<file path="config.mk">
export PLATFORM = sky130hd
export DESIGN_NAME = binary_decoder_scan
export DESIGN_NICKNAME = d
export VERILOG_FILES = /design/src/rtl/binary_decoder_scan.sv
export SDC_FILE = /design/constraint.sdc
export NUM_CORES = 1
export LEC_CHECK = 0
export BUFFER_PORTS_ARGS = -buffer_cell sky130_fd_sc_hd__buf_4
export CAP_MARGIN = 20
export CORE_MARGIN = 2
export CORE_UTILIZATION = 52
export DETAILED_ROUTE_END_ITERATION = 16
export GPL_TIMING_DRIVEN = 0
export PLACE_DENSITY_LB_ADDON = 0.1
export SETUP_SLACK_MARGIN = 0.1
export SYNTH_ARGS = -nofsm -noshare
export SYNTH_HDL_FRONTEND = slang
export SYNTH_SLANG_ARGS = --single-unit
</file>
<file path="constraint.sdc">
create_clock -name clk -period 4.7 [get_ports clk]
set_clock_uncertainty 0.05 [all_clocks]
set_input_delay 0.705 -clock clk [delete_from_list [all_inputs] [get_ports clk]]
set_output_delay 0.705 -clock clk [all_outputs]
set_load 0.01 [all_outputs]
</file>
<file path="src/rtl/binary_decoder_scan.sv">
// Registered N-to-2^N one-hot decoder: DIRECT decodes the address input,
// SCAN steps the one-hot position through every output with a prescaled dwell.
module binary_decoder_scan #(
  parameter int N          = 4,
  parameter int SCAN_DIV   = 4,
  parameter int ACTIVE_LOW = 0
) (
  input  logic             clk,
  input  logic             rst_n,
  input  logic             mode,
  input  logic             en,
  input  logic [N-1:0]     a,
  output logic [(1<<N)-1:0] bcode,
  output logic [N-1:0]     idx,
  output logic             wrap
);

  localparam int W  = 1 << N;
  localparam int PW = (SCAN_DIV > 1) ? $clog2(SCAN_DIV) : 1;
  localparam logic [W-1:0]  INACTIVE = (ACTIVE_LOW != 0) ? {W{1'b1}} : {W{1'b0}};
  localparam logic [PW-1:0] PRE_LAST = PW'(SCAN_DIV - 1);
  localparam logic [N-1:0]  IDX_LAST = {N{1'b1}};

  typedef enum logic {
    DIRECT = 1'b0,
    SCAN   = 1'b1
  } state_t;

  state_t        state_reg, state_next;
  logic [PW-1:0] pre_reg, pre_next;
  logic [N-1:0]  idx_reg, idx_next;
  logic          wrap_reg, wrap_next;
  logic [W-1:0]  bcode_reg, bcode_next;
  logic [W-1:0]  onehot_next;
  logic          act_next;
  logic [N-1:0]  act_idx;

  always_ff @(posedge clk) begin
    if (!rst_n) begin
      state_reg <= DIRECT;
    end else begin
      state_reg <= state_next;
    end
  end

  always_comb begin
    state_next = mode ? SCAN : DIRECT;
  end

  // Everything downstream of the mode decision: which index (if any) is
  // driven next, and how the prescaler/index/wrap evolve.
  always_comb begin
    pre_next  = pre_reg;
    idx_next  = idx_reg;
    wrap_next = 1'b0;
    act_next  = 1'b0;
    act_idx   = idx_reg;
    if (!mode) begin
      pre_next = '0;
      if (en) begin
        act_next = 1'b1;
        act_idx  = a;
        idx_next = a;
      end
    end else if (state_reg == DIRECT) begin
      // Scan starts from the last decoded address with a fresh dwell.
      pre_next = '0;
      act_next = en;
    end else if (en) begin
      act_next = 1'b1;
      if (pre_reg == PRE_LAST) begin
        pre_next  = '0;
        idx_next  = idx_reg + N'(1);
        act_idx   = idx_reg + N'(1);
        wrap_next = (idx_reg == IDX_LAST);
      end else begin
        pre_next = pre_reg + PW'(1);
      end
    end
  end

  genvar gi;
  generate
    for (gi = 0; gi < W; gi++) begin : g_dec
      assign onehot_next[gi] = act_next && (act_idx == N'(gi));
    end
  endgenerate

  assign bcode_next = onehot_next ^ INACTIVE;

  always_ff @(posedge clk) begin
    if (!rst_n) begin
      pre_reg   <= '0;
      idx_reg   <= '0;
      wrap_reg  <= 1'b0;
      bcode_reg <= INACTIVE;
    end else begin
      pre_reg   <= pre_next;
      idx_reg   <= idx_next;
      wrap_reg  <= wrap_next;
      bcode_reg <= bcode_next;
    end
  end

  assign bcode = bcode_reg;
  assign idx   = idx_reg;
  assign wrap  = wrap_reg;

endmodule

</file>
# Yosys cells after proc, flatten, opt, wreduce, memory -nomap -nowiden
# Index checks and enable logic that the tools add are counted.
[totals]
output_inout_bits = 21
elab_cells = 53
regBits = 24
in_bits = 8
[classes]
reduce_logical = 19
add_sub_neg = 2
n_eq_ne = 17
mux = 10
[ops]
columns = ["op", "n"]
rows = [
  ["$eq A4 B4 Y1 const B", 9],
  ["$mux W4", 5],
  ["$eq A4 B3 Y1 const B", 4],
  ["$logic_and A1 B1 Y1", 16],
  ["$eq A4 B2 Y1 const B", 2],
  ["$reduce_and A5 Y1", 1],
  ["$add A4 B1 Y4 const B", 1],
  ["$eq A4 B1 Y1 const B", 1],
  ["$logic_not A4 Y1", 1],
  ["$mux W1", 4],
  ["$reduce_and A3 Y1", 1],
  ["$add A2 B1 Y2 const B", 1],
  ["$eq A2 B2 Y1 const B", 1],
  ["$mux W2", 1],
]

# Depth between registers and ports, before layout
[depth]
word_depth = 7
mapped_depth = 6
ltp_nobuf = 5

# Worst setup path after synthesis
# OpenSTA, ideal clock, no wires.
[synth_path]
kind = "input -> register"
from = "in en"
to = "reg bcode_reg[2] (netlist: bcode[2])"
setup_ns = 0.092
t_required_ns = 4.558
arrival_ns = 1.670
cell_stages = 5
n_path_buf = 2
setup_slack_ns = 2.888
cell_sequence = "buf_2 buf_2 nand2_1 a2111o_1 nor4_1"
[synth_between]
elab_chain_cells = 5
word_cells_on_any_way = 9
classes_between = "eq/ne (1); mux (7); reduce/logical (1)"
[synth_lines]
columns = ["element", "line", "text"]
rows = [
  ["from (decl)", "11", "input logic en,"],
  ["$mux W4", "69", "end else if (en) begin"],
  ["$mux W4", "65", "end else if (state_reg == DIRECT) begin"],
  ["$mux W4", "--", ""],
  ["$eq A4 B2 Y1", "85", "assign onehot_next[gi] = act_next && (act_idx == N'(gi));"],
  ["$logic_and A1 B1 Y1 (*)", "85", ""],
  ["to (signal assigned)", "101", "bcode_reg <= bcode_next;"],
  ["to (decl)", "33", "logic [W-1:0] bcode_reg, bcode_next;"],
]
# Every way passes the cells marked *; elsewhere a longest branch is shown, timed or not.
# A chain may end at the register's enable or synchronous reset.

# Worst setup path in the final report
[layout_path]
from = "reg pre_reg[0]"
to = "reg bcode_reg[2] (netlist: bcode[2])"
[layout_between]
elab_chain_cells = 7
[layout_lines]
columns = ["element", "line", "text"]
rows = [
  ["from (decl)", "30", "logic [PW-1:0] pre_reg, pre_next;"],
  ["from (signal assigned)", "98", "pre_reg <= pre_next;"],
  ["$eq A2 B2 Y1", "71", "if (pre_reg == PRE_LAST) begin"],
  ["$mux W4", "--", ""],
  ["$mux W4", "69", ""],
  ["$mux W4", "65", ""],
  ["$mux W4", "--", ""],
  ["$eq A4 B2 Y1", "85", ""],
  ["$logic_and A1 B1 Y1", "85", ""],
]
# No other way between the ends.

==> results.md <==
* Run status: finished, final reports clean
* First-pass GRT wire length at 3330 um
* Worst Setup End Kind: register
* CP startpoint kind: register
* Reg2Reg Launch Point: pre_reg[0]
* R2R setup slack at 2.72 ns
* Register area share after synthesis at 49.4%
* Crit path cell chain: ha_1, nand4_2, o211a_1, a2111o_1, nor4_1
* # H-tree levels at 1
* Slew @ Worst Pin at 0.561 ns
* HP Class: register to register
* Area contributors post-synth: dfxtp_1 49%, nor4_1 5.1%, nor3_1 4.6%
* Bufs and invs on worst path at 0
* First DRT Iteration DRCs at 8
* Fraction of the mapped netlist area in adder cells at 3.86%
* Total Nets Final at 144
* CTS root buf: clkbuf_4
* Rows at 15
* Vias post-DR at 863
* Leak at 0.549 nW
* Cell Area, Synth at 973 um^2
* Crit Path Category: register to register
* Power per cell area at 291 nW/um^2
* Setup TNS at 0 ns
* VDD IR-drop max at 0.210 mV
* Final setup fails at 0
* GPL Wtd Cong at 0.895
* # resized after CTS at 0
* Setup ws final at 2.72 ns
* DR WL/cell at 13.2 um
* Final worst path period share at 42.2%
* Simple-gate share of the synthesized area at 27.9%
* Max Buffers Root-to-Sink at 2
* Vias in the first global route at 729
* Worst r2r path cells at 5
* Syn Inst Count at 101
* Final Hold Fails at 0
* Post-DR vias/cell at 5.50
* Slew Viols, Final at 0
* Post-synth top area cell: dfxtp_1
* Remaining antenna violation count after routing at 0
* Max reg flops at 16
* Aggregate global-route resource usage at 21.9%
* FF+latch count, synth at 24
* Number of port buffers at 27
* HP Start: pre_reg[1]
* Mapped Nets at 112
* Die area at 2230 um^2
* Fmax at 0.504 GHz
* CTS tree: yes
* Fin crit period at 1.98 ns
* Worst-Skew Late Latency at 0.31 ns
* Antenna cells at 0
* CTS Buf Count at 3
* Crit-path leading delay family: compound AO/OA/AOI/OAI gates
* IO Pins at 29
* Hold_buf cts at 0
* Synth-to-Final Area Change at 27.8%
* Slowest-stage cell, CP: a2111o_1
* Hold path cells at 2
* Synth Area in Compound Gates at 12.5%
* Post-place setup slack at 2.56 ns
* DP HPWL at 1540 um
* Slew Limit Headroom at 62.5%
* Syn Area/Cell at 9.64 um^2
* Yosys top cell area share at 49.4%
* DRT Pass-1 Iters at 4
* Total setup buffers inserted after CTS at 0
* Clock Pin Slew Worst Setup and Hold Paths at 0.13 ns
* Die Span Y at 47.3 um
* Starting Density at 55.8%
* WP data arrival at 2.15 ns
* XOR/XNOR Fraction of Synth Area at 0%
* Worst path required time at 4.86 ns
* Final wirelength at 2070 um
* Core box area at 1750 um^2
* Post-synthesis mux area share at 3.08%
* Largest net degree at the start of global routing at 14
* Max incr delay on CP at 0.51 ns
* Gr ovfl total at 0
* Crit path max fanout at 8
* FF-to-FF End: bcode[2]
* Post-route DRC at 0
* Ys Warns at 0
* RSZ-0062 raised after global routing: false
* CTS sink cnt at 24
* Yosys cell types at 31
* Die Width at 47.3 um
* Largest family of logic cells by synthesized area: simple AND/OR/NAND/NOR gates
* Fraction of layout cells with a size suffix above 1 at 28.0%
* Initial antenna violation count at 0
* Max_cap viols at 0
* WHS Endpoint: pre_reg[1]
per-stage QoR:
stage	power (W)	util [%]	cells	instance area [um^2]	hold WS, ns
detailed placement	0.000260	69.2	153	1210	0.490
finish	0.000362	71.3	157	1240	0.505
CTS	0.000363	71.3	157	1240	0.507
global placement	0.000259	69.2	153	1210	0.461
global route	0.000381	71.3	157	1240	0.534
floorplan	0.000243	-	101	973	0.441
cell usage after synthesis:
library cell  number
a2111o_1           1
a22o_1             1
a22oi_1            1
and2_1             4
and2_2             1
and3_1             1
and3_2             1
buf_2              2
clkbuf_1           2
dfxtp_1           24
ha_1               3
inv_1              4
mux2i_1            3
nand2_1            6
nand2b_1           2
nand3_1            1
nand3b_1           3
nand4_1            2
nand4_2            1
nand4b_1           2
nor2_1             5
nor3_1             9
nor4_1             8
o2111ai_1          1
o211a_1            1
o211ai_1           5
o21a_1             2
o21ai_0            2
o21ai_1            1
o21bai_1           1
or2_2              1
power breakdown:
part,internal (W),switching [W]
clock network,0.0000473,0.0000582
registers,0.000208,0.00000432
logic,0.0000185,0.0000260
placed cells by master (no fill, tap or decap), types with 2 or more instances in the layout:
cell type and count:
and2_1 4, buf_2 2, buf_4 27, clkbuf_1 2
clkbuf_4 3, dfxtp_1 24, ha_1 3, inv_1 4
mux2i_1 3, nand2_1 6, nand2b_1 2, nand3b_1 3
nand4_1 2, nand4b_1 2, nor2_1 5, nor3_1 9
nor4_1 8, o211ai_1 5, o21a_1 2, o21ai_0 2
cell type report:
cell class / count / area [um^2]
fill: 141 / 502
clock buffer: 4 / 36.3
multi-input combinational: 69 / 460
tap: 25 / 31.3
sequential: 24 / 480
buffer: 4 / 17.5
inverter: 4 / 15.0
timing repair buffer: 27 / 203
worst max path at each step:
| stage | from | endpoint | slack (ns) | depth (start not counted) |
|---|---|---|---|---|
| 2_1_floorplan | en | bcode[2] | 2.89 | 5 |
| 3_3_place_gp | mode | bcode[0] | 2.61 | 5 |
| 3_5_place_dp | mode | bcode[1] | 2.56 | 5 |
| 4_1_cts | pre_reg[0] | bcode[2] | 2.72 | 5 |
| 5_1_grt | idx[0] | bcode[1] | 2.55 | 6 |
| 6_report | pre_reg[0] | bcode[2] | 2.72 | 5 |
cells by family after synthesis:
family / after synthesis
flops: 24
mux: 3
simple gates: 47
buf+inv: 8
compound gates: 16
fa+ha+maj: 3
per-layer routing:
metal	routed length, um	global-route usage (%)	up-vias
met4	50	10.6	0
met5	0	0	-
met3	88	4.62	7
met1	998	30.3	393
li1	-	-	439
met2	936	32.2	24
tightest hold or removal path: stages (launching register included):
cell	delay (ns)
dfxtp_1	0.35
mux2i_1	0.12
nor2_1	0.05
No activity file was read; power rests on OpenSTA's default activity.
